### src/rtl/alu_issue_ctrl.sv
// alu_issue_ctrl: issue/write-back controller for the ALU; ALU_ISSUE_CARRY_CHAIN_EN feeds the carry flag into ADD/SUB
module alu_issue_ctrl #(
  parameter int SIZE = 8,
  localparam int INSTR_W = SIZE + 8
) (
  input  logic               clk,
  input  logic               rst,
  input  logic               in_valid,
  output logic               in_ready,
  input  logic [INSTR_W-1:0] in_instr,
  output logic               alu_ce,
  output logic [3:0]         alu_op_code,
  output logic [SIZE-1:0]    alu_left,
  output logic [SIZE-1:0]    alu_right,
  output logic               alu_carry_in,
  input  logic [SIZE-1:0]    alu_op_out,
  input  logic               alu_carry_out,
  output logic               out_valid,
  input  logic               out_ready,
  output logic [SIZE-1:0]    out_data,
  output logic               carry_flag,
  output logic               illegal
);
  typedef enum logic [1:0] {IDLE, EXEC, WB, STORE} state_t;
  state_t                     state_q, state_d;
  logic [3:0][SIZE-1:0]       rf_q;
  logic                       carry_q, in_ready_q, alu_ce_q, out_valid_q, illegal_q;
  logic [3:0]                 alu_op_code_q, op_q;
  logic [SIZE-1:0]            alu_left_q, alu_right_q, out_data_q, imm_q;
  logic [1:0]                 dst_q;
  logic [3:0]                 opc;
  logic [1:0]                 dst, src;
  logic [SIZE-1:0]            imm;
  logic                       accept, reserved, is_ld, is_st, carry_op;
  assign opc      = in_instr[SIZE+7:SIZE+4];
  assign dst      = in_instr[SIZE+3:SIZE+2];
  assign src      = in_instr[SIZE+1:SIZE];
  assign imm      = in_instr[SIZE-1:0];
  assign accept   = in_valid && in_ready_q;
  assign reserved = opc >= 4'hC;
  assign is_ld    = opc == 4'h6;
  assign is_st    = opc == 4'h7;
  assign carry_op = op_q inside {4'h0, 4'h1, 4'h8, 4'h9, 4'hA, 4'hB};
  // next-state decode: reserved opcodes are consumed without leaving IDLE
  always_comb begin
    state_d = state_q == IDLE  ? (!accept || reserved ? IDLE : is_ld ? WB : is_st ? STORE : EXEC) :
              state_q == EXEC  ? WB :
              state_q == WB    ? IDLE :
              out_ready        ? IDLE : STORE;
  end
`ifdef ALU_ISSUE_CARRY_CHAIN_EN
  logic carry_in_q;
  // carry-in is only presented while ADD/SUB is executing
  always_ff @(posedge clk) begin
    if (rst) carry_in_q <= 1'b0;
    else carry_in_q <= accept && state_d == EXEC && opc <= 4'h1 && carry_q;
  end
  assign alu_carry_in = carry_in_q;
`else
  assign alu_carry_in = 1'b0;
`endif
  // FSM, register file and registered outputs; operands are captured at accept so they read pre-write-back values
  always_ff @(posedge clk) begin
    if (rst) begin
      state_q       <= IDLE;
      rf_q          <= '0;
      carry_q       <= 1'b0;
      in_ready_q    <= 1'b0;
      alu_ce_q      <= 1'b0;
      out_valid_q   <= 1'b0;
      illegal_q     <= 1'b0;
      alu_op_code_q <= '0;
      alu_left_q    <= '0;
      alu_right_q   <= '0;
      out_data_q    <= '0;
      op_q          <= '0;
      dst_q         <= '0;
      imm_q         <= '0;
    end else begin
      state_q     <= state_d;
      in_ready_q  <= state_d == IDLE;
      alu_ce_q    <= state_d == EXEC;
      out_valid_q <= state_d == STORE;
      illegal_q   <= accept && reserved;
      if (accept) begin
        op_q  <= opc;
        dst_q <= dst;
        imm_q <= imm;
      end
      if (accept && state_d == EXEC) begin
        alu_op_code_q <= opc;
        alu_left_q    <= rf_q[dst];
        alu_right_q   <= opc <= 4'h4 ? rf_q[src] : imm;
      end
      if (accept && is_st) out_data_q <= rf_q[src];
      if (state_q == WB) begin
        rf_q[dst_q] <= op_q == 4'h6 ? imm_q : alu_op_out;
        if (carry_op) carry_q <= alu_carry_out;
      end
    end
  end
  assign in_ready    = in_ready_q;
  assign alu_ce      = alu_ce_q;
  assign alu_op_code = alu_op_code_q;
  assign alu_left    = alu_left_q;
  assign alu_right   = alu_right_q;
  assign out_valid   = out_valid_q;
  assign out_data    = out_data_q;
  assign carry_flag  = carry_q;
  assign illegal     = illegal_q;
endmodule
### config.mk
export PLATFORM = sky130hd
export DESIGN_NAME = alu_issue_ctrl
export DESIGN_NICKNAME = d
export VERILOG_FILES = /design/src/rtl/alu_issue_ctrl.sv
export SDC_FILE = /design/constraint.sdc
export NUM_CORES = 1
export LEC_CHECK = 0
export CORE_UTILIZATION = 27
export CTS_CLUSTER_SIZE = 24
export DETAILED_ROUTE_END_ITERATION = 6
export HOLD_SLACK_MARGIN = 0.02
export PLACE_DENSITY = 0.51
export SLEW_MARGIN = 20
export SYNTH_ARGS = -nofsm -noshare
export SYNTH_HDL_FRONTEND = slang
export SYNTH_SLANG_ARGS = --single-unit
### constraint.sdc
create_clock -name clk -period 1.45 [get_ports clk]
set_input_delay 0.29 -clock clk [delete_from_list [all_inputs] [get_ports clk]]
set_output_delay 0.29 -clock clk [all_outputs]
set_load 0.02 [all_outputs]
======== Yosys cells after proc, flatten, opt, wreduce, memory -nomap -nowiden ========
Cells that the tools add are included.
word-level totals
  bits in registers ....................... 81
  bits in latches ......................... 0
  bits in writable memories ............... 0
  memory bits (read-only) ................. 0
  input port bits ......................... 29
  word-level logic and storage cells ...... 63
  memories ................................ 0
cells by class
  $add $sub $neg .......................... 0
  multipliers ............................. 0
  div/mod/pow operators ................... 0
  magnitude comparators ................... 6
  equal/unequal tests ..................... 12
  shift-type cells ........................ 0
  mux-type cells .......................... 16
  bitwise logic cells ..................... 0
  reduce and logical (&&, ||, !) cells .... 12
operator list
  kind                                                               number
  2-to-1 mux 8 bit                                                   5
  binary-select mux 8 bit (select 2 bit)                             2
  bitwise mux 32 bit                                                 1
  demux 8 bit (select 2 bit)                                         1
  equality test 4 bit, second input constant                         4
  2-to-1 mux 2 bit                                                   7
  equality test 4 x 3 -> 1 bit, second input constant                3
  less-than comparator 2 x 3 -> 1 bit, second input constant         3
  nonzero test 6 bit                                                 1
  logical AND 1 bit                                                  5
  equality test 2 x 1 -> 1 bit, second input constant                2
  equality test 2 bit, second input constant                         2
  equality test 4 x 1 -> 1 bit, second input constant                1
  greater-or-equal comparator 4 bit, second input constant           1
  <= comparator 4 x 3 -> 1 bit, second input constant                1
  logical NOT 2 bit                                                  2
  logical NOT 4 bit                                                  1
  greater-or-equal comparator 2 x 1 -> 1 bit, second input constant  1
  AND reduction 2 bit                                                1
  logical NOT 1 bit                                                  1
  logical OR 1 bit                                                   1

======== Depth between registers and ports, before layout ========
  depth in word-level cells ............... 7
  mapped depth ............................ 7

======== Worst setup path before layout ========
No wires, ideal clock.
  path type ............................... reg-to-reg
  start ................................... register in_ready_q (netlist: in_ready)
  end ..................................... register out_data_q[7] (netlist: out_data[7])
  data arrival time ....................... 1.354 ns
  required time ........................... 1.322 ns
  slack ................................... -0.031 ns
  stages on the path, launching flop included .. 7
  cell sequence ........................... dfxtp_1 > and2_1 > buf_2 > and4_1 > buf_2 > mux2i_1 > nor2_1
between the ends
  cells in the longest elaborated chain, start to end .. 2
RTL lines
  element                 RTL line  RTL
  from (decl)             27        logic carry_q, in_ready_q, alu_ce_q, out_valid_q, illegal_q;
  from (signal assigned)  68        in_ready_q <= 1'b0;
  from (signal assigned)  81        in_ready_q <= state_d == IDLE;
  logical AND 1 bit       39        assign accept = in_valid && in_ready_q;
  logical AND 1 bit       95        if (accept && is_st) out_data_q <= rf_q[src];
  to (signal assigned)    95
  to (decl)               29        logic [SIZE-1:0] alu_left_q, alu_right_q, out_data_q, imm_q;
Every way passes these cells.
A chain may end at the register's enable or synchronous reset.

======== Worst setup path after layout ========
  start ................................... register op_q[1]
  end ..................................... register rf_q[7] (netlist name)
between the ends
  cells in the longest elaborated chain, start to end .. 3
RTL lines
  element                          RTL line  RTL
  from (decl)                      28        logic [3:0] alu_op_code_q, op_q;
  from (signal assigned)           86        op_q <= opc;
  equality test 4 x 3 -> 1 bit     97        rf_q[dst_q] <= op_q == 4'h6 ? imm_q : alu_op_out;
  2-to-1 mux 8 bit                 97
  bitwise mux 32 bit               97
  to (signal, indexed assignment)  97
  to (decl)                        26        logic [3:0][SIZE-1:0] rf_q;
Every way passes these cells.

==> metrics <==
hold path startpoint=in_instr[13]; Root Buffer=clkbuf_16; global-route wire length before repair=roughly 15000 microns; RR Startpoint=op_q[1]; Initial DRC Count=roughly 150; GRT Util Overall=14.6%; Register-to-Register Path Depth=6; CTS Hold Bufs=0; dpl cell area=between 4000 and 5000 sq um; synthesized flop and latch total=81; RSZ-0062 raised after global routing=true; filler cell count=1243; area of the multi-input gates=~1800 sq um; FMAX=between 700 and 800 MHz; hold path endpoint=op_q[1]; CTS tree=done; Final GP Congestion=~0.74; HPWL after DPL=a little under 7000 microns; clk_lat worst skew=roughly 0.34 ns; cell area after layout=approximately 5000 sq um; row cnt=roughly 40; cell depth of the worst hold path=3; clk buf depth=2; final net count=around 470; CP required=approximately 1.7 ns; critical path, cell by cell=nor2b_4, and3b_2, buf_12, mux2i_1, buf_4, a211oi_1; Avg Vias per Cell=between 4 and 5; cells after synthesis=~350; initial antenna violation count=0; die area=roughly 13000 sq um; Post-Route WL=around 9300 microns; biggest cell delay along the critical path=0.33 ns; Worst VDD drop=roughly 640 uV; die width=between 100 and 150 microns; Max Cap Violations=0; First-pass DRT Iterations=4; register area share after synthesis=between 40% and 50%; Final Max Tran Viols=0; n_diodes=0; Reg-to-Reg End=rf_q[7]; residual overflow from global routing=0; Worst Max-Slew Pin Slew=0.607 ns; antenna-violating nets left=0; Leakage=~0.0019 uW; R2R Setup Slk=between 0.04 and 0.05 ns; share of cells above drive strength 1=roughly a quarter; setup violators final=0; largest net degree at the start of global routing=28; Area growth syn-to-layout=42.7%; CTS H-tree lvls=3; IO Count=63; die outline height=approximately 120 microns; ys flop type=dfxtp_1; Initial Utilization=roughly 28%; CP Max Fanout=8; Final Util=between 30% and 40%; DR WL/cell=15.2 microns; # clock sinks=81; Arrival @ worst endpoint=1.61 ns; PwrDens=~1100 nW/um^2; CP max stage cell=dfxtp_2; Tmin final=roughly 1.4 ns; final hold vios=0; critical path startpoint category=flop; Slew HR=between 50% and 60%; DR vias=around 2900; min-delay worst type=input port to flop; Tcrit/Tclk final=between 90% and 100%; Critical Path Sink Type=flop; clock transition at the registers of the reported paths=about 0.06 ns; Residual DRC=0; Synthesis Warnings=0; syn_area_per_cell=9.94 sq um; clock skew=roughly 0.004 ns; ys async rst share=0%; CTS Buf Count=9; WS Path Type=flop to flop; status=finished clean; Netlist cell types=32; port bufs=slightly above 60; Reg area=around 1600 sq um; number of synthesized flops with an enable pin=0; vias in the first global route=between 2000 and 3000; Mapped Area=3520 sq um; Core ar.=between 10000 and 15000 sq um; post-synth net total=approximately 380
## kinds of logic (layout without fill, tap and decap cells)
| family | Yosys count | count (layout) | share of synthesized area, % |
|---|---|---|---|
| DFF | 81 | 81 | 46.1 |
| buffers and inverters | 29 | 119 | 5.37 |
| and+or+nand+nor | 129 | 129 | 17.2 |
| AOI/OAI and AO/OA | 73 | 73 | 13.8 |
| muxes | 41 | 41 | 17.4 |
| other | 1 | 1 | 0.107 |
## critical path: cells and delay by family, from the launching register on
family	cells	cell delay, ns
AO/OA/AOI/OAI	1	0.07
buffers and inverters	2	0.32
flip-flops	1	0.33
multiplexers	1	0.20
AND/OR/NAND/NOR	2	0.34
## timing repair
item	in CTS	in global routing
buffers inserted	1	0
pin swaps	1	3
endpoints found under the setup margin	59	55
gates resized for setup	41	23
## power breakdown
part	internal (uW)	switching (uW)
Combinational	286	290
Clock	1730	878
Sequential	2280	38.6
## how the worst max path moves through the flow
stage | from | to | slack (ns) | depth (start not counted)
floorplan | in_ready | out_data[7] | 0.05 | 6
global placement | in_instr[9] | alu_right[5] | -0.39 | 5
detailed placement | in_instr[9] | alu_right[5] | -0.43 | 5
CTS | op_q[1] | rf_q[6] | 0.002 | 6
global route | op_q[1] | rf_q[7] | -0.04 | 6
finish | op_q[1] | rf_q[7] | 0.04 | 6
## through the flow
stage          instances  setup WS (ns)  setup TNS [ns]  hold WS [ns]  total power [uW]
3_5_place_dp         599         -0.429          -12.09         0.441              2950
4_1_cts              616        0.00155               0         0.434              5540
2_1_floorplan        354         0.0479               0         0.424              2650
3_3_place_gp         599         -0.392          -11.35         0.440              2940
5_1_grt              616        -0.0361          -0.257         0.327              5710
6_report             616         0.0414               0         0.313              5500
## cells in the final DEF, fill, tap and decap left out, drive strengths merged
cell type       n
nor4b           1
mux4           16
buf            43
and3b           2
bufinv          3
conb            1
nor2           54
mux2i          25
nand2b          2
clkbuf         11
nand2          55
dlymetal6s2s    2
nor3b           3
and4b           2
and2            1
dlygate4sd2    35
clkdlybuf4s50  23
nor3            3
a31oi           1
a21oi          29
a211oi         40
o21ai           3
nor2b           3
nand3           1
and3            1
clkinvlp        1
and4            1
clkinv          1
dfxtp          81
## synth_stat cells, types with 2 or more instances
cell	count	area share, %
a211oi_2	4	1.4
clkbuf_8	2	0.78
nor2_1	52	5.5
nor2_2	2	0.36
o21ai_0	3	0.43
nor3_1	2	0.28
a211oi_1	36	7.7
clkbuf_1	10	1.1
nor3b_4	2	1.1
buf_2	8	1.1
mux2i_1	25	7.1
mux4_2	16	10
nand2_1	55	5.9
dfxtp_1	81	46
buf_4	4	0.85
and3b_1	2	0.50
buf_6	4	1.3
a21oi_1	29	4.1
nor2b_1	3	0.53
and4b_2	2	0.64
## layout make-up
cell class	count	area share [%]
Clock buffer	11	4.84
Clock inverter	5	2.04
Multi-Input combinational cell	244	35.9
Sequential cell	81	32.4
Tap cell	172	4.29
Timing Repair Buffer	103	20.6
## sequential cells by signal, indices dropped and copies added (netlist names), 2 cells and up
register	count
rf_q	32
alu_left	8
alu_right	8
imm_q	8
out_data	8
alu_op_code	4
op_q	4
dst_q	2
state_q	2
## per-layer routing
metal  global-route usage (%)  vias to the layer above  wire length (microns)
met3                     2.02                       11                    292
met5                        0                        -                      0
met2                     23.0                       46                   4310
met4                     6.92                        0                    180
met1                     19.7                     1379                   4560
li1                         -                     1434                      -
Note: power is estimated with default switching activity, not from simulation.
